--- config.mk ---
export PLATFORM = sky130hd
export DESIGN_NAME = lcd1602_ctrl_flat
export DESIGN_NICKNAME = d
export VERILOG_FILES = /design/src/rtl/lcd1602_ctrl_if.sv /design/src/rtl/lcd1602_ctrl.sv /design/src/flat_wrapper.sv
export SDC_FILE = /design/constraint.sdc
export NUM_CORES = 1
export LEC_CHECK = 0
export BUFFER_PORTS_ARGS = -buffer_cell sky130_fd_sc_hd__buf_2
export CAP_MARGIN = 20
export CORE_MARGIN = 2
export CORE_UTILIZATION = 40
export CTS_CLUSTER_DIAMETER = 80
export DETAILED_ROUTE_END_ITERATION = 7
export GPL_ROUTABILITY_DRIVEN = 0
export PLACE_DENSITY = 0.63
export RECOVER_POWER = 25
export REMOVE_ABC_BUFFERS = 1
export SLEW_MARGIN = 0
export SYNTH_ARGS = -nofsm -noshare
export SYNTH_HDL_FRONTEND = slang
export SYNTH_SLANG_ARGS = --single-unit
--- constraint.sdc ---
create_clock -name clk -period 2.63 [get_ports clk]
set_input_delay 0.1315 -clock clk [delete_from_list [all_inputs] [get_ports clk]]
set_output_delay 0.1315 -clock clk [all_outputs]
set_load 0.05 [all_outputs]
--- src/rtl/lcd1602_ctrl_if.sv ---
// Host byte port of the HD44780 controller: one command/data byte per req_valid&&req_ready.
// init_done and busy report controller status back to the host.
interface lcd1602_ctrl_if;
    logic       req_valid;
    logic       req_ready;
    logic       req_rs;
    logic [7:0] req_data;
    logic       init_done;
    logic       busy;

    modport master (
        output req_valid, req_rs, req_data,
        input  req_ready, init_done, busy
    );

    modport slave (
        input  req_valid, req_rs, req_data,
        output req_ready, init_done, busy
    );
endinterface

--- src/rtl/lcd1602_ctrl.sv ---
// HD44780 16x2 write-only controller: power-up wait, fixed init, then one host byte at a time.
// Bus valid one cycle after accept; req_ready held low for SETUP+PULSE+HOLD+WAIT, nothing is queued.
module lcd1602_ctrl #(
    parameter int unsigned T_PWR  = 750000,
    parameter int unsigned T_SU   = 4,
    parameter int unsigned T_EN   = 25,
    parameter int unsigned T_HD   = 4,
    parameter int unsigned T_EXEC = 2000,
    parameter int unsigned T_CLR  = 80000
) (
    input  logic          clk,
    input  logic          rst_n,
    lcd1602_ctrl_if.slave host,
    output logic          lcd_rs,
    output logic          lcd_rw,
    output logic          lcd_en,
    output logic [7:0]    lcd_dat,
    output logic          lcd_n,
    output logic          lcd_p
);

    localparam int unsigned M0    = (T_PWR > T_SU)   ? T_PWR : T_SU;
    localparam int unsigned M1    = (M0 > T_EN)      ? M0    : T_EN;
    localparam int unsigned M2    = (M1 > T_HD)      ? M1    : T_HD;
    localparam int unsigned M3    = (M2 > T_EXEC)    ? M2    : T_EXEC;
    localparam int unsigned T_MAX = (M3 > T_CLR)     ? M3    : T_CLR;
    localparam int          CW    = $clog2(T_MAX) + 1;

    typedef logic [CW-1:0] cnt_t;

    // Each phase loads T-1 so that it lasts exactly T cycles before the zero test fires.
    localparam cnt_t LD_PWR  = cnt_t'(T_PWR  - 1);
    localparam cnt_t LD_SU   = cnt_t'(T_SU   - 1);
    localparam cnt_t LD_EN   = cnt_t'(T_EN   - 1);
    localparam cnt_t LD_HD   = cnt_t'(T_HD   - 1);
    localparam cnt_t LD_EXEC = cnt_t'(T_EXEC - 1);
    localparam cnt_t LD_CLR  = cnt_t'(T_CLR  - 1);

    typedef enum logic [2:0] {
        ST_PWR,
        ST_SETUP,
        ST_PULSE,
        ST_HOLD,
        ST_WAIT,
        ST_IDLE
    } state_t;

    state_t     state_q, state_nxt;
    cnt_t       cnt_q,   cnt_nxt;
    logic [1:0] idx_q,   idx_nxt;
    logic       rs_q,    rs_nxt;
    logic [7:0] dat_q,   dat_nxt;
    logic       en_q,    en_nxt;
    logic       rdy_q,   rdy_nxt;
    logic       done_q,  done_nxt;
    logic       cnt_zero;
    logic       is_clr;

    function automatic logic [7:0] init_byte(input logic [1:0] i);
        logic [7:0] b;
        case (i)
            2'd0:    b = 8'h38;
            2'd1:    b = 8'h0C;
            2'd2:    b = 8'h06;
            default: b = 8'h01;
        endcase
        return b;
    endfunction

    assign cnt_zero = (cnt_q == '0);
    // Clear and return-home need the long execution wait; selection uses the byte on the bus.
    assign is_clr   = !rs_q && ((dat_q == 8'h01) || (dat_q == 8'h02) || (dat_q == 8'h03));

    always_ff @(posedge clk or negedge rst_n) begin
        if (!rst_n) begin
            state_q <= ST_PWR;
            cnt_q   <= LD_PWR;
            idx_q   <= 2'd0;
            rs_q    <= 1'b0;
            dat_q   <= 8'h00;
            en_q    <= 1'b0;
            rdy_q   <= 1'b0;
            done_q  <= 1'b0;
        end else begin
            state_q <= state_nxt;
            cnt_q   <= cnt_nxt;
            idx_q   <= idx_nxt;
            rs_q    <= rs_nxt;
            dat_q   <= dat_nxt;
            en_q    <= en_nxt;
            rdy_q   <= rdy_nxt;
            done_q  <= done_nxt;
        end
    end

    always_comb begin
        state_nxt = state_q;
        cnt_nxt   = cnt_zero ? cnt_q : cnt_q - cnt_t'(1);
        idx_nxt   = idx_q;
        rs_nxt    = rs_q;
        dat_nxt   = dat_q;
        en_nxt    = en_q;
        rdy_nxt   = rdy_q;
        done_nxt  = done_q;

        case (state_q)
            ST_PWR: begin
                if (cnt_zero) begin
                    state_nxt = ST_SETUP;
                    cnt_nxt   = LD_SU;
                    idx_nxt   = 2'd0;
                    rs_nxt    = 1'b0;
                    dat_nxt   = init_byte(2'd0);
                end
            end
            ST_SETUP: begin
                if (cnt_zero) begin
                    state_nxt = ST_PULSE;
                    cnt_nxt   = LD_EN;
                    en_nxt    = 1'b1;
                end
            end
            ST_PULSE: begin
                if (cnt_zero) begin
                    state_nxt = ST_HOLD;
                    cnt_nxt   = LD_HD;
                    en_nxt    = 1'b0;
                end
            end
            ST_HOLD: begin
                if (cnt_zero) begin
                    state_nxt = ST_WAIT;
                    cnt_nxt   = is_clr ? LD_CLR : LD_EXEC;
                end
            end
            ST_WAIT: begin
                if (cnt_zero) begin
                    // During init, chain straight into the next ROM byte.
                    if (!done_q && (idx_q != 2'd3)) begin
                        state_nxt = ST_SETUP;
                        cnt_nxt   = LD_SU;
                        idx_nxt   = idx_q + 2'd1;
                        rs_nxt    = 1'b0;
                        dat_nxt   = init_byte(idx_q + 2'd1);
                    end else begin
                        state_nxt = ST_IDLE;
                        rdy_nxt   = 1'b1;
                        done_nxt  = 1'b1;
                    end
                end
            end
            ST_IDLE: begin
                if (host.req_valid && rdy_q) begin
                    state_nxt = ST_SETUP;
                    cnt_nxt   = LD_SU;
                    rs_nxt    = host.req_rs;
                    dat_nxt   = host.req_data;
                    rdy_nxt   = 1'b0;
                end
            end
            default: begin
                state_nxt = ST_PWR;
                cnt_nxt   = LD_PWR;
                en_nxt    = 1'b0;
                rdy_nxt   = 1'b0;
            end
        endcase
    end

    assign lcd_rs         = rs_q;
    assign lcd_rw         = 1'b0;
    assign lcd_en         = en_q;
    assign lcd_dat        = dat_q;
    assign lcd_n          = 1'b0;
    assign lcd_p          = 1'b1;
    assign host.req_ready = rdy_q;
    assign host.busy      = ~rdy_q;
    assign host.init_done = done_q;

    // E and ready are pure functions of the phase; init_done never falls outside reset.
    a_en_in_pulse: assert property (@(posedge clk) disable iff (!rst_n)
        en_q == (state_q == ST_PULSE));
    a_rdy_in_idle: assert property (@(posedge clk) disable iff (!rst_n)
        rdy_q == (state_q == ST_IDLE));
    a_done_sticky: assert property (@(posedge clk) disable iff (!rst_n)
        done_q |=> done_q);

endmodule
--- src/flat_wrapper.sv ---
// flat-port wrapper written by rule: the top's interface ports become plain ports
module lcd1602_ctrl_flat 
#(
    parameter int unsigned T_PWR  = 750000,
    parameter int unsigned T_SU   = 4,
    parameter int unsigned T_EN   = 25,
    parameter int unsigned T_HD   = 4,
    parameter int unsigned T_EXEC = 2000,
    parameter int unsigned T_CLR  = 80000
)
  (clk, rst_n, lcd_rs, lcd_rw, lcd_en, lcd_dat, lcd_n, lcd_p, host_req_valid, host_req_rs, host_req_data, host_req_ready, host_init_done, host_busy);
  lcd1602_ctrl_if host_i ();
  input  logic clk;
  input  logic rst_n;
  output logic lcd_rs;
  output logic lcd_rw;
  output logic lcd_en;
  output logic [7:0] lcd_dat;
  output logic lcd_n;
  output logic lcd_p;
  input wire logic [$bits(host_i.req_valid)-1:0] host_req_valid;
  input wire logic [$bits(host_i.req_rs)-1:0] host_req_rs;
  input wire logic [$bits(host_i.req_data)-1:0] host_req_data;
  output wire logic [$bits(host_i.req_ready)-1:0] host_req_ready;
  output wire logic [$bits(host_i.init_done)-1:0] host_init_done;
  output wire logic [$bits(host_i.busy)-1:0] host_busy;
  assign host_i.req_valid = host_req_valid;
  assign host_i.req_rs = host_req_rs;
  assign host_i.req_data = host_req_data;
  assign host_req_ready = host_i.req_ready;
  assign host_init_done = host_i.init_done;
  assign host_busy = host_i.busy;
  lcd1602_ctrl #(.T_PWR(T_PWR), .T_SU(T_SU), .T_EN(T_EN), .T_HD(T_HD), .T_EXEC(T_EXEC), .T_CLR(T_CLR)) u_core (.clk(clk), .rst_n(rst_n), .host(host_i), .lcd_rs(lcd_rs), .lcd_rw(lcd_rw), .lcd_en(lcd_en), .lcd_dat(lcd_dat), .lcd_n(lcd_n), .lcd_p(lcd_p));
endmodule
==> metrics.cfg, run 1 <==
[finish]
utilization_pct = 47.1
final_nets = 308
final_cell_area_um2 = 2760
n_antenna_cell = 0
layout-drive-gt1-share_pct = 24.5
fillers = 558
stdcell_count = 365
syn2layout_area_growth_pct = 15.7

[worst_setup_path]
path_max_fanout = 9
setup.worst_path.start_class = flip-flop
slowest_stage = or4_4
required_ps = 2810
worst_path_largest_cell_delay_ps = 600
regToRegSetupSlack_ps = 130
cp_num_buf_inv = 1
crit_family = simple AND/OR/NAND/NOR gates
worstSetupPathType = reg2reg
crit_chain = or4_4 -> nor4_4 -> buf_4 -> nand3_2 -> o22ai_4 -> mux2_2
critPathArrivalTime_ps = 2680
endpoint_kind = flip-flop

[route]
drc = 0
vias = 2074
drtAntennaViolNets = 0
firstDrtPassIters = 4
via_per_inst = 5.68
drt_wl_total_mm = 5.95
wire_per_inst_um = 16.3
drt_iter0_drc = 179

[synthesis]
syn_inst = 254
synth_area_um2 = 2380
yosysWarnings = 0
synth.largest_area_cell = dfrtp_1
synth_common_cells = nor2_1 (28), dfrtp_1 (25), nand2_1 (16), o21ai_0 (16), a21oi_1 (15)
ys.flop_type = dfrtp_1
synth.avg_cell_area_um2 = 9.38
ys_ff_latch = 38
ys_types = 52
synth_area_leaders = dfrtp_1 (26%), dfstp_2 (14%), mux2_2 (4.7%)
synth.most_common_cell = nor2_1
synth_top_area_share_pct = 26.2
synth_edf_count = 0
seq_area_frac_synth_pct = 40.6
synthArstFlopShare_pct = 100

[clocking]
clock_path_buffers = 2
cts.sinks = 38
htreeDepth = 2
clk_pin_slew_ps = 80
root_buffer = clkbuf_8
cts_inserted_buffers = 5
clk_latency_ps = 300
cts_tree = yes

[power]
p_per_area_nw_per_um2 = 406
switching_share_pct = 22.2
leakage_nw = 1.15
power_frac_comb_pct = 2.8
clockPowerShare_pct = 45.1
ir_drop_uv = 235
seqPwrFrac_pct = 52.2
intPower_w = 0.000872
p_switching_w = 0.000249

[floorplanning]
core_um2 = 5850
initial_core_util_pct = 40.7
die_y_um = 81.2
ios = 28
dieArea_um2 = 6590
row_count = 28
die_w_um = 81.2

[global_route]
grt.met2_usage_pct = 31.4
met1_usage_pct = 27.8
antenna_found_initial = 0
track_usage_pct = 20.2
grt_max_degree = 39
use_met3_pct = 4.11
grt_pass1_vias = 2015
gr-max-usage-layer = met2
overflow = 0
grt_pass1_wl_mm = 10.1

[timing]
setup_viol = 0
rsz0062_at_grt = no
tightest_slew_ps = 863
fin_crit_sh_pct = 94.9
final-hold-violation-count = 0
slew_violations = 0
fin_crit_ps = 2500
max_slew_margin_pct = 42.5
timing.fmax_ghz = 0.401
tns_ps = 0
clock_skew_ps = 13.1

[min_path]
hp-class = in2reg

[job]
cap_violations = 0

[placed_design]
dpl-instance-area_um2 = 2620
hpwlAfterDp_mm = 4.29
dp_cells = 354
port_buffers = 24

[status]
status = completed

[per-stage QoR]
| step | hold slack [ps] | power, W | setup WS [ps] |
|---|---|---|---|
| 2_1_floorplan | -164 | 0.000606 | 176 |
| 3_3_place_gp | 289 | 0.000626 | 94.4 |
| 3_5_place_dp | 293 | 0.000626 | 66.8 |
| 4_1_cts | 157 | 0.00112 | 45.9 |
| 5_1_grt | 178 | 0.00115 | 13.4 |
| 6_report | 153 | 0.00112 | 133 |
[path summary, 6_finish.rpt]
| kind | from | endpoint | cells past startpoint |
|---|---|---|---|
| worst min register to register | u_core.cnt_q[17] | u_core.cnt_q[17] | 2 |
| worst min-delay path | host_req_data[5] | u_core.lcd_dat[5] | 4 |
| max in group asynchronous | rst_n | u_core.lcd_dat[6] | 2 |
| min in group asynchronous | rst_n | u_core.lcd_en | 2 |
| worst max-delay path | u_core.cnt_q[9] | u_core.lcd_dat[7] | 6 |
| worst max register to register | u_core.cnt_q[9] | u_core.lcd_dat[7] | 6 |
[flip-flops by register name (all words and copies together), names as in the netlist]
name                   flops
u_core.cnt_q              21
u_core.lcd_dat             8
u_core.state_q             3
u_core.idx_q               2
u_core.host.init_done      1
u_core.host.req_ready      1
u_core.lcd_en              1
u_core.lcd_rs              1
[worst reg2reg max path, cell delays in order, from the launching register on]
cell and delay [ps]:
dfrtp_1 430, or4_4 600, nor4_4 360, buf_4 200, nand3_2 100, o22ai_4 310, mux2_2 380
[final cells by class]
class	count	area [µm²]	area share (%)
Tap cell	75	93.8	3.40
Clock inverter	3	40.0	1.45
Multi-Input combinational cell	196	1330	48.2
Sequential cell	38	967	35.1
Timing Repair Buffer	39	224	8.12
Clock buffer	5	68.8	2.50
Inverter	9	33.8	1.23
[cell usage in the layout (no fill, tap or decap), types with 3 or more instances in the layout]
cell      synthesis  final
a211oi_1          3      3
a21oi_1          15     15
a31oi_1           7      7
and2_1            3      3
and3_1            4      4
buf_2             0     15
buf_4             4     14
clkbuf_1          7      9
clkbuf_8          0      5
conb_1            2      3
dfrtp_1          25     25
dfstp_2          13     13
ha_1              7      7
inv_1             7      7
mux2_2           10     10
mux2i_1           5      5
nand2_1          16     16
nand3_1           4      4
nand4_1           3      3
nor2_1           28     27
nor3_1            5      5
nor4_1            6      6
o211ai_1          3      3
o21ai_0          16     16
o22ai_1           4      4
o31ai_1           3      3
or3_1             5      5
or4_1             5      5
xnor2_1           4      4
xor2_1            8      8
[what timing repair did]
item                                    in CTS  in global routing
hold buffers                                 1                  0
buffers inserted                             0                  2
endpoints found under the hold margin       25                  0
endpoints found under the setup margin       0                  8
gates resized for setup                      0                  3
[metal layers]
metal | share of wire [%] | routed length [µm]
met3 | 5.3 | 314
met2 | 45 | 2690
met1 | 48 | 2870
met5 | 0 | 0
met4 | 1.2 | 73
[kinds of logic (layout without fill, tap and decap cells)]
kind of cell,after synthesis,after routing,share of synthesized area (%)
other,2,3,0.315
xor gates and xnor gates,12,12,4.41
muxes,15,15,6.82
buffers and inverters,21,56,4.25
adders and majority gates,7,7,3.67
and+or+nand+nor,91,91,21.1
AOI/OAI and AO/OA,68,68,18.8
DFF,38,38,40.6
[power by group through the flow]
stage | Clock (W) | Combinational (W) | Sequential (W)
final | 0.000505 | 0.0000309 | 0.000585
after global routing | 0.000534 | 0.0000356 | 0.000585
after CTS | 0.000506 | 0.0000319 | 0.000585
after detailed placement | 0 | 0.0000308 | 0.000596
after global placement | 0 | 0.0000307 | 0.000596
after floorplan | 0 | 0.0000105 | 0.000596
Power figures use the tool's default switching activity.
==> run 2: changes to the inputs <==
--- a/config.mk
+++ b/config.mk
@@ -7,6 +7,7 @@
 export LEC_CHECK = 0
 export BUFFER_PORTS_ARGS = -buffer_cell sky130_fd_sc_hd__buf_2
 export CAP_MARGIN = 20
+export CORE_ASPECT_RATIO = 1.75
 export CORE_MARGIN = 2
 export CORE_UTILIZATION = 40
 export CTS_CLUSTER_DIAMETER = 80
==> run 2 against run 1 <==
Effect of this change:
- design area up 0.59%
- global-route usage increased by 0.77 points
- clock skew decreased by 8.1 ps
- largest cell class unchanged
- first-iteration DRC count decreased by 66%
==> metrics.cfg, run 2 (synthesis gave the netlist of run 1 again) <==
[worst_setup_path]
slowest_stage = or4_4
crit_path_frequent_cell = or4_4
critPathArrivalTime_ps = 2670
crit_chain = or4_4 -> or4_4 -> or3_4 -> a221oi_2 -> a31oi_1
worst_path_largest_cell_delay_ps = 600
path_max_fanout = 8
required_ps = 2830
setup.worst_path.start_class = flip-flop
endpoint_kind = flip-flop
crit_family = simple AND/OR/NAND/NOR gates
cp_num_buf_inv = 0
worstSetupPathType = reg2reg

[placed_design]
hpwlAfterDp_mm = 4.97
port_buffers = 24
dp_cells = 359

[timing]
fin_crit_ps = 2470
timing.fmax_ghz = 0.404
slew_violations = 0
final-hold-violation-count = 0
max_slew_margin_pct = 42.6
tightest_slew_ps = 861
clock_skew_ps = 5.01
fin_crit_sh_pct = 94.1
tns_ps = 0
rsz0062_at_grt = no
setup_viol = 0

[clocking]
cts_inserted_buffers = 5
clk_latency_ps = 300
clk_pin_slew_ps = 70
htreeDepth = 2
root_buffer = clkbuf_8
cts.sinks = 38
clock_path_buffers = 2
cts_tree = yes

[floorplanning]
die_w_um = 62.4
core_um2 = 5830
dieArea_um2 = 6620
row_count = 37
die_y_um = 106
ios = 28
initial_core_util_pct = 40.9

[route]
drt_wl_total_mm = 6.56
wire_per_inst_um = 17.7
firstDrtPassIters = 4
via_per_inst = 5.74
drtAntennaViolNets = 0
drt_iter0_drc = 61
drc = 0
vias = 2122

[status]
status = completed

[finish]
largest_reg_flops = 21
layout-drive-gt1-share_pct = 24.7
fillers = 597
n_antenna_cell = 0
stdcell_count = 370
final_nets = 310
layout_common_cells = nor2_1 (27), dfrtp_1 (25), nand2_1 (16), o21ai_0 (16), buf_4 (16)
syn2layout_area_growth_pct = 16.4
top_register = u_core.cnt_q
final_common_cell = nor2_1

[global_route]
overflow = 0
track_usage_pct = 20.9
grt_max_degree = 39
grt_pass1_wl_mm = 10.7
antenna_found_initial = 0
grt_pass1_vias = 2276

[job]
cap_violations = 0

[power]
leakage_nw = 1.15
p_per_area_nw_per_um2 = 395
ir_drop_uv = 238

[min_path]
hp-class = in2reg

==> run 2: power breakdown <==
part	switching [W]	leakage, nW	internal (W)
Sequential	0	0.449	0.000585
Combinational	0.0000238	0.647	0.00000740
Clock	0.000213	0.0575	0.000265
==> run 2: metal layers <==
| metal | vias up | global-route usage (%) | wire, µm |
|---|---|---|---|
| met4 | 0 | 15.1 | 367 |
| met3 | 26 | 3.60 | 215 |
| li1 | 1011 | - | - |
| met5 | - | 0 | 0 |
| met1 | 1023 | 20.3 | 2430 |
| met2 | 62 | 39.2 | 3550 |
==> run 2: worst min-delay path: stages <==
cell	delay, ps
buf_2	80
nand2_1	50
nand2_1	50
mux2_2	130
==> run 2: cell type report <==
| cell class | count | area, µm² | area share (%) |
|---|---|---|---|
| Multi-Input combinational cell | 196 | 1330 | 47.8 |
| Sequential cell | 38 | 967 | 34.9 |
| Timing Repair Buffer | 41 | 239 | 8.62 |
| Clock buffer | 8 | 110 | 3.97 |
| Tap cell | 78 | 97.6 | 3.52 |
| Inverter | 9 | 33.8 | 1.22 |
==> run 2: metrics by stage <==
step	hold slack (ps)	setup WS, ps	total power [W]	cell area [µm²]	util, %
after floorplan	-164	176	0.000606	2320	-
after global placement	283	163	0.000626	2640	45.3
after detailed placement	293	95.7	0.000627	2640	45.3
after CTS	170	75.7	0.00110	2760	47.4
after global routing	208	44.7	0.00113	2770	47.6
final	170	156	0.00109	2770	47.6
==> run 2: path summary, 6_finish.rpt <==
kind                             startpoint  slack (ps)                 to  cells past startpoint
max                         u_core.cnt_q[9]         160    u_core.cnt_q[7]                      5
min                        host_req_data[4]         170  u_core.lcd_dat[4]                      4
max reg2reg                 u_core.cnt_q[9]         160    u_core.cnt_q[7]                      5
min reg2reg                u_core.cnt_q[17]         510   u_core.cnt_q[17]                      2
max in group asynchronous             rst_n        1600  u_core.lcd_dat[2]                      2
min in group asynchronous             rst_n         490   u_core.cnt_q[18]                      2
==> run 2: what timing repair did <==
action	4_1_cts	5_1_grt
endpoints found under the hold margin	25	0
endpoints found under the setup margin	0	11
hold buffers	1	0
resized for setup	0	2
setup buffers	0	2
